--- src/rtl/seg7_capture.sv ---
// seg7_capture: reads digit codes back from a multiplexed, active-low
// 7-segment bus (one-hot active-low anodes + shared segment lines).
// A 2-flop synchronizer feeds a settle/sample FSM. One sample is taken per
// anode visit. A per-digit stability filter commits a code only after
// STABLE_CNT identical decodes.
// Optional feature macro: SEG7_CAP_DP_EN. When it is defined, the decimal
// point is masked from decode and reported on oDP.

// Per-digit stability filter and commit registers.
module seg7_cap_digit #(
  parameter int STABLE_CNT = 3
) (
  input  logic       iCLK,
  input  logic       iRST_N,
  input  logic       smp,
  input  logic [3:0] code,
  input  logic       ill,
`ifdef SEG7_CAP_DP_EN
  input  logic       dp,
  output logic       dpo,
`endif
  output logic [3:0] dig,
  output logic       valid,
  output logic       err,
  output logic       chg
);
  localparam logic [2:0] SC = 3'(STABLE_CNT);

  logic [3:0] cand;
  logic       cill;
  logic [2:0] mcnt;
  logic [2:0] ncnt;
  logic       commit;

  // Next match count, commit decision, and whether the commit is visible.
  always_comb begin
    ncnt = 3'd1;
    if ((code == cand) && (ill == cill))
      ncnt = (mcnt == SC) ? SC : mcnt + 3'd1;
    commit = smp && (ncnt == SC);
    chg = 1'b0;
    if (commit) begin
      if (ill) chg = valid || !err;
      else     chg = (dig != code) || !valid || err
`ifdef SEG7_CAP_DP_EN
                     || (dpo != dp)
`endif
                     ;
    end
  end

  // Candidate tracking and commit registers. Illegal commits keep dig.
  always_ff @(posedge iCLK or negedge iRST_N) begin
    if (!iRST_N) begin
      cand  <= '0;
      cill  <= 1'b0;
      mcnt  <= '0;
      dig   <= '0;
      valid <= 1'b0;
      err   <= 1'b0;
`ifdef SEG7_CAP_DP_EN
      dpo   <= 1'b0;
`endif
    end else begin
      if (smp) begin
        cand <= code;
        cill <= ill;
        mcnt <= ncnt;
      end
      if (commit) begin
        if (ill) begin
          valid <= 1'b0;
          err   <= 1'b1;
        end else begin
          dig   <= code;
          valid <= 1'b1;
          err   <= 1'b0;
`ifdef SEG7_CAP_DP_EN
          dpo   <= dp;
`endif
        end
      end
    end
  end
endmodule

module seg7_capture #(
  parameter int NUM_DIGITS   = 4,
  parameter int SAMPLE_DELAY = 2,
  parameter int STABLE_CNT   = 3
) (
  input  logic                    iCLK,
  input  logic                    iRST_N,
  input  logic [NUM_DIGITS-1:0]   iAN,
  input  logic [7:0]              iSEG,
  output logic [4*NUM_DIGITS-1:0] oDIG,
  output logic [NUM_DIGITS-1:0]   oVALID,
  output logic [NUM_DIGITS-1:0]   oERR,
`ifdef SEG7_CAP_DP_EN
  output logic [NUM_DIGITS-1:0]   oDP,
`endif
  output logic                    oUPD,
  output logic [((NUM_DIGITS>1)?$clog2(NUM_DIGITS):1)-1:0] oUPD_IDX
);
  localparam int ND = NUM_DIGITS;
  localparam int IW = (NUM_DIGITS > 1) ? $clog2(NUM_DIGITS) : 1;
  localparam logic [3:0] SD = 4'(SAMPLE_DELAY);

  typedef enum logic [1:0] {IDLE, SETTLE, SAMPLE, HOLD} st_t;

  logic [ND-1:0] an_s1, an_s2, an_q, an_low;
  logic [7:0]    seg_s1, seg_s2, pat;
  st_t           st;
  logic [3:0]    cnt;
  logic          oh;
  logic [IW-1:0] sidx;
  logic [3:0]    dcode;
  logic          dill;
  logic [ND-1:0] chg;

  // Two-flop synchronizer on anode and segment buses; idle value is all-high.
  always_ff @(posedge iCLK or negedge iRST_N) begin
    if (!iRST_N) begin
      an_s1  <= '1;
      an_s2  <= '1;
      seg_s1 <= '1;
      seg_s2 <= '1;
    end else begin
      an_s1  <= iAN;
      an_s2  <= an_s1;
      seg_s1 <= iSEG;
      seg_s2 <= seg_s1;
    end
  end

  // Exactly one anode low.
  assign an_low = ~an_s2;
  assign oh     = (an_low != '0) && ((an_low & (an_low - ND'(1))) == '0);

  // Settle/sample FSM: one sample per anode visit after SAMPLE_DELAY cycles.
  always_ff @(posedge iCLK or negedge iRST_N) begin
    if (!iRST_N) begin
      st   <= IDLE;
      an_q <= '1;
      cnt  <= '0;
    end else begin
      case (st)
        IDLE: if (oh) begin
          st   <= SETTLE;
          an_q <= an_s2;
          cnt  <= 4'd1;
        end
        SETTLE: begin
          if (!oh)                st <= IDLE;
          else if (an_s2 != an_q) begin
            an_q <= an_s2;
            cnt  <= 4'd1;
          end
          else if (cnt == SD)     st <= SAMPLE;
          else                    cnt <= cnt + 4'd1;
        end
        SAMPLE: st <= HOLD;
        HOLD: begin
          if (!oh) st <= IDLE;
          else if (an_s2 != an_q) begin
            st   <= SETTLE;
            an_q <= an_s2;
            cnt  <= 4'd1;
          end
        end
        default: st <= IDLE;
      endcase
    end
  end

  // Active digit index from the latched one-hot anode.
  always_comb begin
    sidx = '0;
    for (int i = 0; i < ND; i++)
      if (!an_q[i]) sidx = IW'(i);
  end

`ifdef SEG7_CAP_DP_EN
  assign pat = {1'b1, seg_s2[6:0]};
`else
  assign pat = seg_s2;
`endif

  // Segment pattern to digit code; anything outside the table is illegal.
  always_comb begin
    dill  = 1'b0;
    dcode = 4'd0;
    case (pat)
      8'hC0: dcode = 4'd0;
      8'hF9: dcode = 4'd1;
      8'hA4: dcode = 4'd2;
      8'hB0: dcode = 4'd3;
      8'h99: dcode = 4'd4;
      8'h92: dcode = 4'd5;
      8'h82: dcode = 4'd6;
      8'hF8: dcode = 4'd7;
      8'h80: dcode = 4'd8;
      8'h90: dcode = 4'd9;
      8'hC6: dcode = 4'd10;
      8'hFF: dcode = 4'd15;
      default: dill = 1'b1;
    endcase
  end

  for (genvar g = 0; g < ND; g++) begin : g_dig
    seg7_cap_digit #(.STABLE_CNT(STABLE_CNT)) u_dig (
      .iCLK  (iCLK),
      .iRST_N(iRST_N),
      .smp   ((st == SAMPLE) && !an_q[g]),
      .code  (dcode),
      .ill   (dill),
`ifdef SEG7_CAP_DP_EN
      .dp    (~seg_s2[7]),
      .dpo   (oDP[g]),
`endif
      .dig   (oDIG[4*g +: 4]),
      .valid (oVALID[g]),
      .err   (oERR[g]),
      .chg   (chg[g])
    );
  end

  // Update pulse on any visible commit change; index held until the next one.
  always_ff @(posedge iCLK or negedge iRST_N) begin
    if (!iRST_N) begin
      oUPD     <= 1'b0;
      oUPD_IDX <= '0;
    end else begin
      oUPD <= |chg;
      if (|chg) oUPD_IDX <= sidx;
    end
  end
endmodule

--- config.mk ---
export PLATFORM = sky130hd
export DESIGN_NAME = seg7_capture
export DESIGN_NICKNAME = d
export VERILOG_FILES = /design/src/rtl/seg7_capture.sv
export SDC_FILE = /design/constraint.sdc
export NUM_CORES = 1
export LEC_CHECK = 0
export BUFFER_PORTS_ARGS = -buffer_cell sky130_fd_sc_hd__buf_4
export CELL_PAD_IN_SITES_DETAIL_PLACEMENT = 1
export CELL_PAD_IN_SITES_GLOBAL_PLACEMENT = 1
export CORE_MARGIN = 2
export CORE_UTILIZATION = 43
export DETAILED_ROUTE_END_ITERATION = 8
export PLACE_DENSITY = 0.77
export SYNTH_ARGS = -nofsm -noshare
export SYNTH_HDL_FRONTEND = slang
export SYNTH_HIERARCHICAL = 1
export SYNTH_SLANG_ARGS = --single-unit
--- constraint.sdc ---
create_clock -name iCLK -period 3.9 [get_ports iCLK]
set_clock_uncertainty 0.15 [all_clocks]
set_input_delay 0.39 -clock iCLK [delete_from_list [all_inputs] [get_ports iCLK]]
set_output_delay 0.39 -clock iCLK [all_outputs]
set_load 0.02 [all_outputs]
==> results of run 1 <==
-- path summary, 6_finish.rpt --
check | end | depth (start not counted)
max | oUPD_IDX[0] | 13
min | pat[4] | 0
max reg2reg | oUPD_IDX[0] | 13
min reg2reg | pat[4] | 0
max in group asynchronous | pat[2] | 3
min in group asynchronous | g_dig[0].u_dig/dig[0] | 2
-- cell type report --
type / instances / share of cell area (%)
Sequential cell: 93 / 43.4
Multi-Input combinational cell: 264 / 38.9
Timing Repair Buffer: 68 / 10.2
Tap cell: 136 / 3.13
Clock buffer: 10 / 2.35
Clock inverter: 6 / 1.15
Inverter: 12 / 0.828
-- cell usage after synthesis (4+ instances only) --
master | n | area share (%)
ha_1 | 6 | 1.7
mux2_2 | 24 | 6.0
maj3_1 | 4 | 0.89
o2111ai_1 | 4 | 0.78
a21oi_1 | 12 | 1.3
nand2b_1 | 7 | 0.97
nor2b_1 | 8 | 1.1
nand3b_1 | 5 | 0.83
nand3_2 | 4 | 0.89
o21ai_0 | 8 | 0.89
mux2_1 | 20 | 5.0
nor4_2 | 4 | 1.1
xnor2_1 | 5 | 0.97
dfrtp_1 | 65 | 36
clkbuf_1 | 8 | 0.67
nor3_1 | 6 | 0.67
xor2_1 | 36 | 7.0
inv_1 | 12 | 1.0
nand2_1 | 16 | 1.3
nand3_1 | 8 | 0.89
dfstp_2 | 28 | 16
a21bo_2 | 4 | 0.89
a31oi_1 | 6 | 0.83
nor2_4 | 4 | 1.0
nand4_1 | 6 | 0.83
nor3_2 | 4 | 0.89
nor2_1 | 28 | 2.3
nor4_1 | 6 | 0.83
-- per-layer routing --
layer / up-vias / share of wire (%)
li1: 1484 / -
met1: 1611 / 44
met2: 29 / 52
met3: 12 / 2.7
met4: 0 / 1.4
met5: - / 0
-- state kept, by name, indices dropped and copies added (netlist names), named ones only --
signal,cells
an_s1,4
g_dig.u_dig/dig,16
oUPD,1
g_dig.u_dig/cill,4
cnt,4
oUPD_IDX,2
an_q,4
g_dig.u_dig/valid,4
g_dig.u_dig/err,4
g_dig.u_dig/mcnt,12
seg_s1,8
st,1
pat,8
an_s2,4
g_dig.u_dig/cand,16
-- cells by family after synthesis --
logic type,count (synthesis),share of synthesized area (%)
simple gates,121,16.5
flops,93,52.3
compound gates,47,7.65
mux,45,11.2
xor+xnor,41,7.96
buf+inv,21,1.77
fa+ha+maj,10,2.55
-- critical path, cell delays in order, from the launching register on --
cell and delay [ns]:
dfstp_2 0.60, nand2b_4 0.09, or4_4 0.50, or3b_1 0.37, o311ai_1 0.14, a21o_1 0.21
buf_12 0.18, xor2_1 0.27, nor3_2 0.12, nand4_1 0.18, nor3_1 0.08, or4_4 0.52
nor2_1 0.12, a31oi_1 0.05
-- what timing repair did --
action | 4_1_cts | 5_1_grt
resized for setup | 0 | 5
endpoints found under the setup margin | 0 | 2
hold buffers | 13 | 0
buffers inserted | 0 | 1
hold endpoints to repair | 19 | 0
-- per-stage QoR --
stage | std cells | setup slack (ns) | util [%]
floorplan | 378 | 0.340 | -
global placement | 559 | 0.243 | 49.5
detailed placement | 559 | 0.102 | 49.5
CTS | 588 | 0.0758 | 52.6
global route | 589 | -0.00787 | 52.9
finish | 589 | 0.188 | 52.9
-- where the power goes --
| part | switching (uW) | leakage, uW | internal, uW |
|---|---|---|---|
| sequential | 33.6 | 0.00120 | 1010 |
| combinational | 89.2 | 0.00136 | 68.5 |
| clock | 342 | 0.000100 | 297 |
==> reports/metrics.cfg, run 1 <==
[run_status]
status = finished clean

[critical_path]
crit_type = reg -> reg
cp-end-kind = register
rrSetupSlack_ns = 0.19
start_kind = register
cp.arrival_ns = 3.82
critPathMaxFanout = 14
required_ns = 4.01
critPathLaunch = pat[7]
r2r-start = pat[7]

[finish]
final_cell_mix = dfrtp_1, buf_4, xor2_1
antennaDiodeCount = 0
multiInputGateArea_um2 = 2120
layout.nets = 468
fill_cells = 1106
syn_to_final_growth_pct = 20.5
final_cell_area_um2 = 5440
final_common_cell = dfrtp_1
register_area_um2 = 2360
layout-drive-gt1-share_pct = 34.7

[global_routing]
first_global_vias = 3297
grt_util_met1_pct = 23.7
grt_max_degree = 71
grt.busiest_layer = met2
antenna_found_initial = 0
use_met3_pct = 5.52
overflow = 0
grt_pass1_wl_um = 16800
grtUsageMet2_pct = 33.5
grtUsageTotal_pct = 19.4

[power]
ir_drop_mv = 0.229
power_density_nw_per_um2 = 338
power.total_uw = 1840
cellLeakagePower_uw = 0.00266

[detailed_routing]
wire_per_inst_um = 17.1
drc = 0
vias = 3136
antenna_left = 0
wl_um = 10000
initialDrtViolationCount = 53
firstDrtPassIters = 4
post_drt_via_cell_ratio = 5.32

[logic_synthesis]
seq_area_frac_synth_pct = 52.3
netlist_instances = 378
synthDistinctLibCells = 50
synth_fp_nets = 398
ys_seq_elements = 93
async_flop_share_pct = 100
yosys_warnings = 6
synth_flop_cell = dfrtp_1
syn_area_um2 = 4510
synth_edf_count = 0
syn_avg_cell_area_um2 = 11.9

[placed_design]
place_area_um2 = 5080
port-buffer-count = 40
dp_hpwl_um = 7120
globalplace.congestion = 0.768

[hold_path]
min_from = seg_s1[4]
hold_path.class = reg -> reg

[cts]
numCtsBuffers = 9
root_buffer = clkbuf_8
htreeDepth = 3
cts.clk_slew.worst_paths_ns = 0.09
clk_latency_ns = 0.37
cts_sinks = 93
cts_buffer_depth = 2
cts_tree = built

[sta]
max_freq_mhz = 269
hold_ws_ns = 0.211
min_period_ns = 3.71
tightest_slew_ns = 0.887
drv_slew = 0
setup_viol = 0
slew_headroom_pct = 40.6
setup_tns_ns = 0
hold_viol = 0
min_period_over_period_pct = 95.2

[die]
die_w_um = 106
die_h_um = 106
io_pins = 41
dieArea_um2 = 11300
rows = 37
core_region_area_um2 = 10300
start_util_pct = 43.9

[job]
maxCapViolations = 0

Note: power is estimated with default switching activity, not from simulation.
==> inputs of run 2 (changes only) <==
--- a/config.mk
+++ b/config.mk
@@ -10,6 +10,7 @@
 export CELL_PAD_IN_SITES_GLOBAL_PLACEMENT = 1
 export CORE_MARGIN = 2
 export CORE_UTILIZATION = 43
+export CTS_BUF_LIST = sky130_fd_sc_hd__clkbuf_4 sky130_fd_sc_hd__clkbuf_8 sky130_fd_sc_hd__clkbuf_16
 export DETAILED_ROUTE_END_ITERATION = 8
 export PLACE_DENSITY = 0.77
 export SYNTH_ARGS = -nofsm -noshare
==> reports/metrics.cfg, run 2 (synthesis gave the netlist of run 1 again) <==
[die]
io_pins = 41  ; unchanged
dieArea_um2 = 11300  ; unchanged
rows = 37  ; unchanged
core_region_area_um2 = 10300  ; unchanged
start_util_pct = 43.9  ; unchanged
die_h_um = 106  ; unchanged
die_w_um = 106  ; unchanged

[detailed_routing]
drc = 0  ; unchanged
vias = 3136  ; unchanged
post_drt_via_cell_ratio = 5.32  ; unchanged
wl_um = 10100  ; was 10000 um
wire_per_inst_um = 17.1  ; about the same
firstDrtPassIters = 4  ; unchanged
initialDrtViolationCount = 57  ; was 53
antenna_left = 0  ; unchanged

[finish]
syn_to_final_growth_pct = 20.6  ; was 20.5%
fill_cells = 1106  ; unchanged
fin_cells = 589  ; unchanged
layout-drive-gt1-share_pct = 34.9  ; was 34.7%
reg.largest.list = g_dig.u_dig/cand: 16 flops, g_dig.u_dig/dig: 16 flops, g_dig.u_dig/mcnt: 12 flops  ; unchanged
postLayoutCoreUtil_pct = 53.0  ; was 52.9%
final_cell_mix = dfrtp_1, buf_4, xor2_1  ; unchanged
antennaDiodeCount = 0  ; unchanged
register_area_um2 = 2360  ; unchanged
layout.nets = 468  ; unchanged
final_common_cell = dfrtp_1  ; unchanged
multiInputGateArea_um2 = 2120  ; unchanged

[global_routing]
grtUsageTotal_pct = 19.4  ; unchanged
overflow = 0  ; unchanged
grt_max_degree = 71  ; unchanged
antenna_found_initial = 0  ; unchanged
grt_pass1_wl_um = 16800  ; unchanged
first_global_vias = 3297  ; unchanged

[placed_design]
dp_hpwl_um = 7120  ; unchanged
port-buffer-count = 40  ; unchanged
globalplace.congestion = 0.768  ; unchanged
dpl.cell_count = 559  ; unchanged

[critical_path]
path_cells = nand2b_4 > or4_4 > or3b_1 > o311ai_1 > a21o_1 > buf_12 > xor2_1 > nor3_2 > nand4_1 > nor3_1 > or4_4 > nor2_1 > a31oi_1  ; unchanged
cp-end-kind = register  ; unchanged
crit_type = reg -> reg  ; unchanged
rrSetupSlack_ns = 0.19  ; about the same
cpMostUsedCell = or4_4  ; unchanged
r2r-start = pat[7]  ; unchanged
start_kind = register  ; unchanged
cp.arrival_ns = 3.82  ; about the same
required_ns = 4.01  ; about the same
r2r_cells = 13  ; unchanged
critPathMaxFanout = 14  ; unchanged
slowest_stage = dfstp_2  ; unchanged
critPathMaxStageDelay_ns = 0.60  ; about the same
r2r_end = oUPD_IDX[0]  ; unchanged

[cts]
clk_latency_ns = 0.37  ; about the same
cts.clk_slew.worst_paths_ns = 0.09  ; about the same
numCtsBuffers = 9  ; unchanged
htreeDepth = 3  ; unchanged
root_buffer = clkbuf_8  ; unchanged
cts_buffer_depth = 2  ; unchanged
cts_sinks = 93  ; unchanged
cts_tree = built  ; unchanged

[job]
maxCapViolations = 0  ; unchanged

[sta]
min_period_over_period_pct = 95.2  ; about the same
setup_viol = 0  ; unchanged
drv_slew = 0  ; unchanged
hold_ws_ns = 0.211  ; unchanged
min_period_ns = 3.71  ; about the same
hold_viol = 0  ; unchanged
tightest_slew_ns = 0.888  ; was 0.887 ns
max_freq_mhz = 269  ; about the same
slew_headroom_pct = 40.6  ; about the same
setup_tns_ns = 0  ; unchanged

[hold_path]
min_from = seg_s1[4]  ; unchanged
hold_path.class = reg -> reg  ; unchanged
hold_end = pat[4]  ; unchanged
whs_path_depth = 0  ; unchanged

[run_status]
status = finished clean  ; unchanged

[power]
power_density_nw_per_um2 = 339  ; was 338 nW/um^2
ir_drop_mv = 0.254  ; was 0.229 mV
cellLeakagePower_uw = 0.00266  ; about the same
power.total_uw = 1850  ; was 1840 uW

==> run 2: changes by cell type in the layout (fill, tap and decap cells not counted) <==
| cell | previous run | this run |
|---|---|---|
| clkbuf_1 | 1 | 0 |
| clkbuf_4 | 0 | 1 |
==> run 2: area by class of cell <==
class / count / area share [%]
inverters: 12 / 0.827
flip-flops and latches: 93 / 43.4
clock inverters: 6 / 1.15
clock buffers: 10 / 2.41
repair buffers: 68 / 10.2
well taps: 136 / 3.13
multi-input cells: 264 / 38.9
==> run 2: critical path: cells and delay by family (launching register included) <==
family / cells / cell delay [ns]
and+or+nand+nor: 8 / 1.98
DFF: 1 / 0.60
AOI/OAI and AO/OA: 3 / 0.40
xor gates and xnor gates: 1 / 0.27
buffers and inverters: 1 / 0.18
==> run 2: report_power, final <==
group,total [uW],internal (uW),leakage (uW),switching (uW)
registers,1040,1010,0.00120,33.6
clock network,646,304,0.000104,342
logic,158,68.5,0.00136,89.3
total,1850,1380,0.00266,465
==> run 2: routing by layer <==
layer  up-vias  global-route usage (%)  wire length (um)  part of all wire (%)
met2        29                    33.5              5250                    52
li1       1484                       -                 -                     -
met5         -                       0                 0                     0
met4         0                    6.03               140                   1.4
met3        12                    5.52               267                   2.7
met1      1611                    23.7              4400                    44
==> run 2: how the worst max path moves through the flow <==
stage                       end  depth (start not counted)  startpoint
floorplan           oUPD_IDX[0]                         14      pat[5]
global placement    oUPD_IDX[0]                         13      pat[7]
CTS                 oUPD_IDX[0]                         13      pat[7]
detailed placement  oUPD_IDX[0]                         13      pat[7]
global route        oUPD_IDX[0]                         13      pat[7]
finish              oUPD_IDX[0]                         13      pat[7]
==> run 2: timing repair <==
action,in CTS,in global routing
hold buffers,13,0
buffers inserted,0,1
gates resized for setup,0,5
hold endpoints to repair,19,0
setup endpoints to repair,0,2
==> run 2: metrics by stage <==
step / instance area, um^2 / setup WS, ns
2_1_floorplan: 4520 / 0.340
3_3_place_gp: 5080 / 0.243
3_5_place_dp: 5080 / 0.102
4_1_cts: 5410 / 0.0758
5_1_grt: 5440 / -0.00787
6_report: 5440 / 0.189
==> inputs of run 3 (changes only) <==
--- a/config.mk
+++ b/config.mk
@@ -8,7 +8,6 @@
 export BUFFER_PORTS_ARGS = -buffer_cell sky130_fd_sc_hd__buf_4
 export CELL_PAD_IN_SITES_DETAIL_PLACEMENT = 1
 export CELL_PAD_IN_SITES_GLOBAL_PLACEMENT = 1
-export CORE_MARGIN = 2
 export CORE_UTILIZATION = 43
 export CTS_BUF_LIST = sky130_fd_sc_hd__clkbuf_4 sky130_fd_sc_hd__clkbuf_8 sky130_fd_sc_hd__clkbuf_16
 export DETAILED_ROUTE_END_ITERATION = 8
==> reports/metrics.cfg, run 3 (synthesis gave the netlist of run 1 again) <==
[die]
rows = 37  ; unchanged
core_region_area_um2 = 10200  ; was 10300 um^2
die_h_um = 104  ; was 106 um
start_util_pct = 44.1  ; was 43.9%
io_pins = 41  ; unchanged
die_w_um = 104  ; was 106 um
dieArea_um2 = 10900  ; was 11300 um^2

[critical_path]
r2r_end = oUPD_IDX[0]  ; unchanged
start_kind = register  ; unchanged
cp-end-kind = register  ; unchanged
critPathMaxFanout = 12  ; was 14
critPathLaunch = pat[7]  ; unchanged
slowest_stage = dfstp_2  ; unchanged
required_ns = 4.01  ; about the same
r2r_cells = 13  ; unchanged
crit_type = reg -> reg  ; unchanged
cp.arrival_ns = 3.80  ; was 3.82 ns
cpMostUsedCell = or4_4  ; unchanged
r2r-start = pat[7]  ; unchanged
path_cells = nand2b_4 > or4_4 > or3b_1 > o311ai_1 > a21o_1 > buf_6 > xor2_4 > nor3_4 > nand4_1 > nor3_1 > or4_4 > nor2_1 > a31oi_1  ; was nand2b_4 > or4_4 > or3b_1 > o311ai_1 > a21o_1 > buf_12 > xor2_1 > nor3_2 > nand4_1 > nor3_1 > or4_4 > nor2_1 > a31oi_1
critPathMaxStageDelay_ns = 0.61  ; was 0.60 ns
endpoint = oUPD_IDX[0]  ; unchanged
rrSetupSlack_ns = 0.21  ; was 0.19 ns

[placed_design]
globalplace.congestion = 0.828  ; was 0.768
dpl_worst_slack_ns = 0.138  ; was 0.102 ns
dpl.cell_count = 559  ; unchanged
port-buffer-count = 40  ; unchanged
dp_hpwl_um = 7010  ; was 7120 um

[sta]
hold_viol = 0  ; unchanged
slew_headroom_pct = 27.9  ; was 40.6%
timing.final.ws_setup_ns = 0.206  ; was 0.189 ns
setup_tns_ns = 0  ; unchanged
min_period_ns = 3.69  ; was 3.71 ns
drv_slew = 0  ; unchanged
hold_ws_ns = 0.0377  ; was 0.211 ns
min_period_over_period_pct = 94.7  ; was 95.2%
max_freq_mhz = 271  ; was 269 MHz
tightest_slew_ns = 1.08  ; was 0.888 ns
setup_viol = 0  ; unchanged

[power]
cellLeakagePower_uw = 0.00265  ; was 0.00266 uW
power_density_nw_per_um2 = 332  ; was 339 nW/um^2
ir_drop_mv = 0.223  ; was 0.254 mV

[detailed_routing]
wire_per_inst_um = 17.1  ; about the same
initialDrtViolationCount = 74  ; was 57
firstDrtPassIters = 4  ; unchanged
drc = 0  ; unchanged
antenna_left = 0  ; unchanged
wl_um = 10100  ; unchanged
post_drt_via_cell_ratio = 5.30  ; was 5.32
vias = 3115  ; was 3136

[finish]
layout.nets = 467  ; was 468
layout-drive-gt1-share_pct = 35.6  ; was 34.9%
final_common_cell = dfrtp_1  ; unchanged
antennaDiodeCount = 0  ; unchanged
register_area_um2 = 2360  ; unchanged
reg.largest.list = g_dig.u_dig/cand: 16 flops, g_dig.u_dig/dig: 16 flops, g_dig.u_dig/mcnt: 12 flops  ; unchanged
multiInputGateArea_um2 = 2160  ; was 2120 um^2
postLayoutCoreUtil_pct = 53.3  ; was 53.0%
syn_to_final_growth_pct = 20.8  ; was 20.6%
fill_cells = 1056  ; was 1106
fin_cells = 588  ; was 589
final_cell_mix = dfrtp_1, buf_4, xor2_1  ; unchanged

[global_routing]
overflow = 0  ; unchanged
grt_pass1_wl_um = 16900  ; was 16800 um
antenna_found_initial = 0  ; unchanged
grt_max_degree = 86  ; was 71
first_global_vias = 3335  ; was 3297
grtUsageTotal_pct = 20.0  ; was 19.4%

[cts]
root_buffer = clkbuf_8  ; unchanged
cts.clk_slew.worst_paths_ns = 0.10  ; was 0.09 ns
clk_latency_ns = 0.38  ; was 0.37 ns
cts_sinks = 93  ; unchanged
htreeDepth = 3  ; unchanged
cts_tree = built  ; unchanged
cts_buffer_depth = 2  ; unchanged
numCtsBuffers = 9  ; unchanged

[hold_path]
hold_path.class = in -> async  ; was reg -> reg

[job]
maxCapViolations = 0  ; unchanged

[run_status]
status = finished clean  ; unchanged

-- run 3: changes by cell type in the layout (fill, tap and decap cells not counted), sizes merged --
cell / previous run / this run
dlygate4sd3: 13 / 12
bufinv: 1 / 0
clkinv: 4 / 3
inv: 13 / 15
-- run 3: critical path, delay by kind of cell (launching register included) --
| kind | cells | cell delay, ns |
|---|---|---|
| simple gates | 8 | 1.97 |
| xor+xnor | 1 | 0.23 |
| compound gates | 3 | 0.42 |
| buf+inv | 1 | 0.20 |
| flops | 1 | 0.61 |
-- run 3: per-layer routing --
metal	part of all wire (%)	GRT usage [%]
met5	0	0
met4	2.0	8.16
met3	2.2	3.57
met2	51	33.5
met1	45	25.4
-- run 3: what timing repair did --
action                                  in CTS  in global routing
endpoints found under the hold margin       12                  0
endpoints found under the setup margin       0                  2
setup buffers                                0                  1
hold buffers                                12                  0
gates resized for setup                      0                 12
-- run 3: layout make-up --
class                           instances  share of cell area [%]
Clock inverter                          6                   0.803
Multi-Input combinational cell        264                    39.6
Tap cell                              136                    3.12
Clock buffer                           10                    2.52
Timing Repair Buffer                   67                    9.84
Sequential cell                        93                    43.3
Inverter                               12                   0.826
-- run 3: worst min path at each step --
stage / start / endpoint / slack, ns / cells after the start
CTS: iRST_N / g_dig[3].u_dig/mcnt[2] / 0.09 / 1
detailed placement: seg_s1[7] / pat[7] / 0.20 / 0
floorplan: iRST_N / async pin / -0.06 / 0
global route: iRST_N / cnt[1] / 0.13 / 1
finish: iRST_N / cnt[0] / 0.04 / 1
global placement: seg_s1[7] / pat[7] / 0.20 / 0
-- run 3: stage by stage --
step / total power [uW] / cell area [um^2]
after floorplan: 1140 / 4520
after global placement: 1200 / 5070
after detailed placement: 1210 / 5070
after global routing: 1890 / 5450
after CTS: 1830 / 5370
final: 1810 / 5450
-- run 3: report_power, final --
| group | switching, uW | internal, uW | total, uW |
|---|---|---|---|
| registers | 33.6 | 1010 | 1040 |
| clock network | 358 | 253 | 611 |
| logic | 88.9 | 67.9 | 157 |
| total | 480 | 1330 | 1810 |
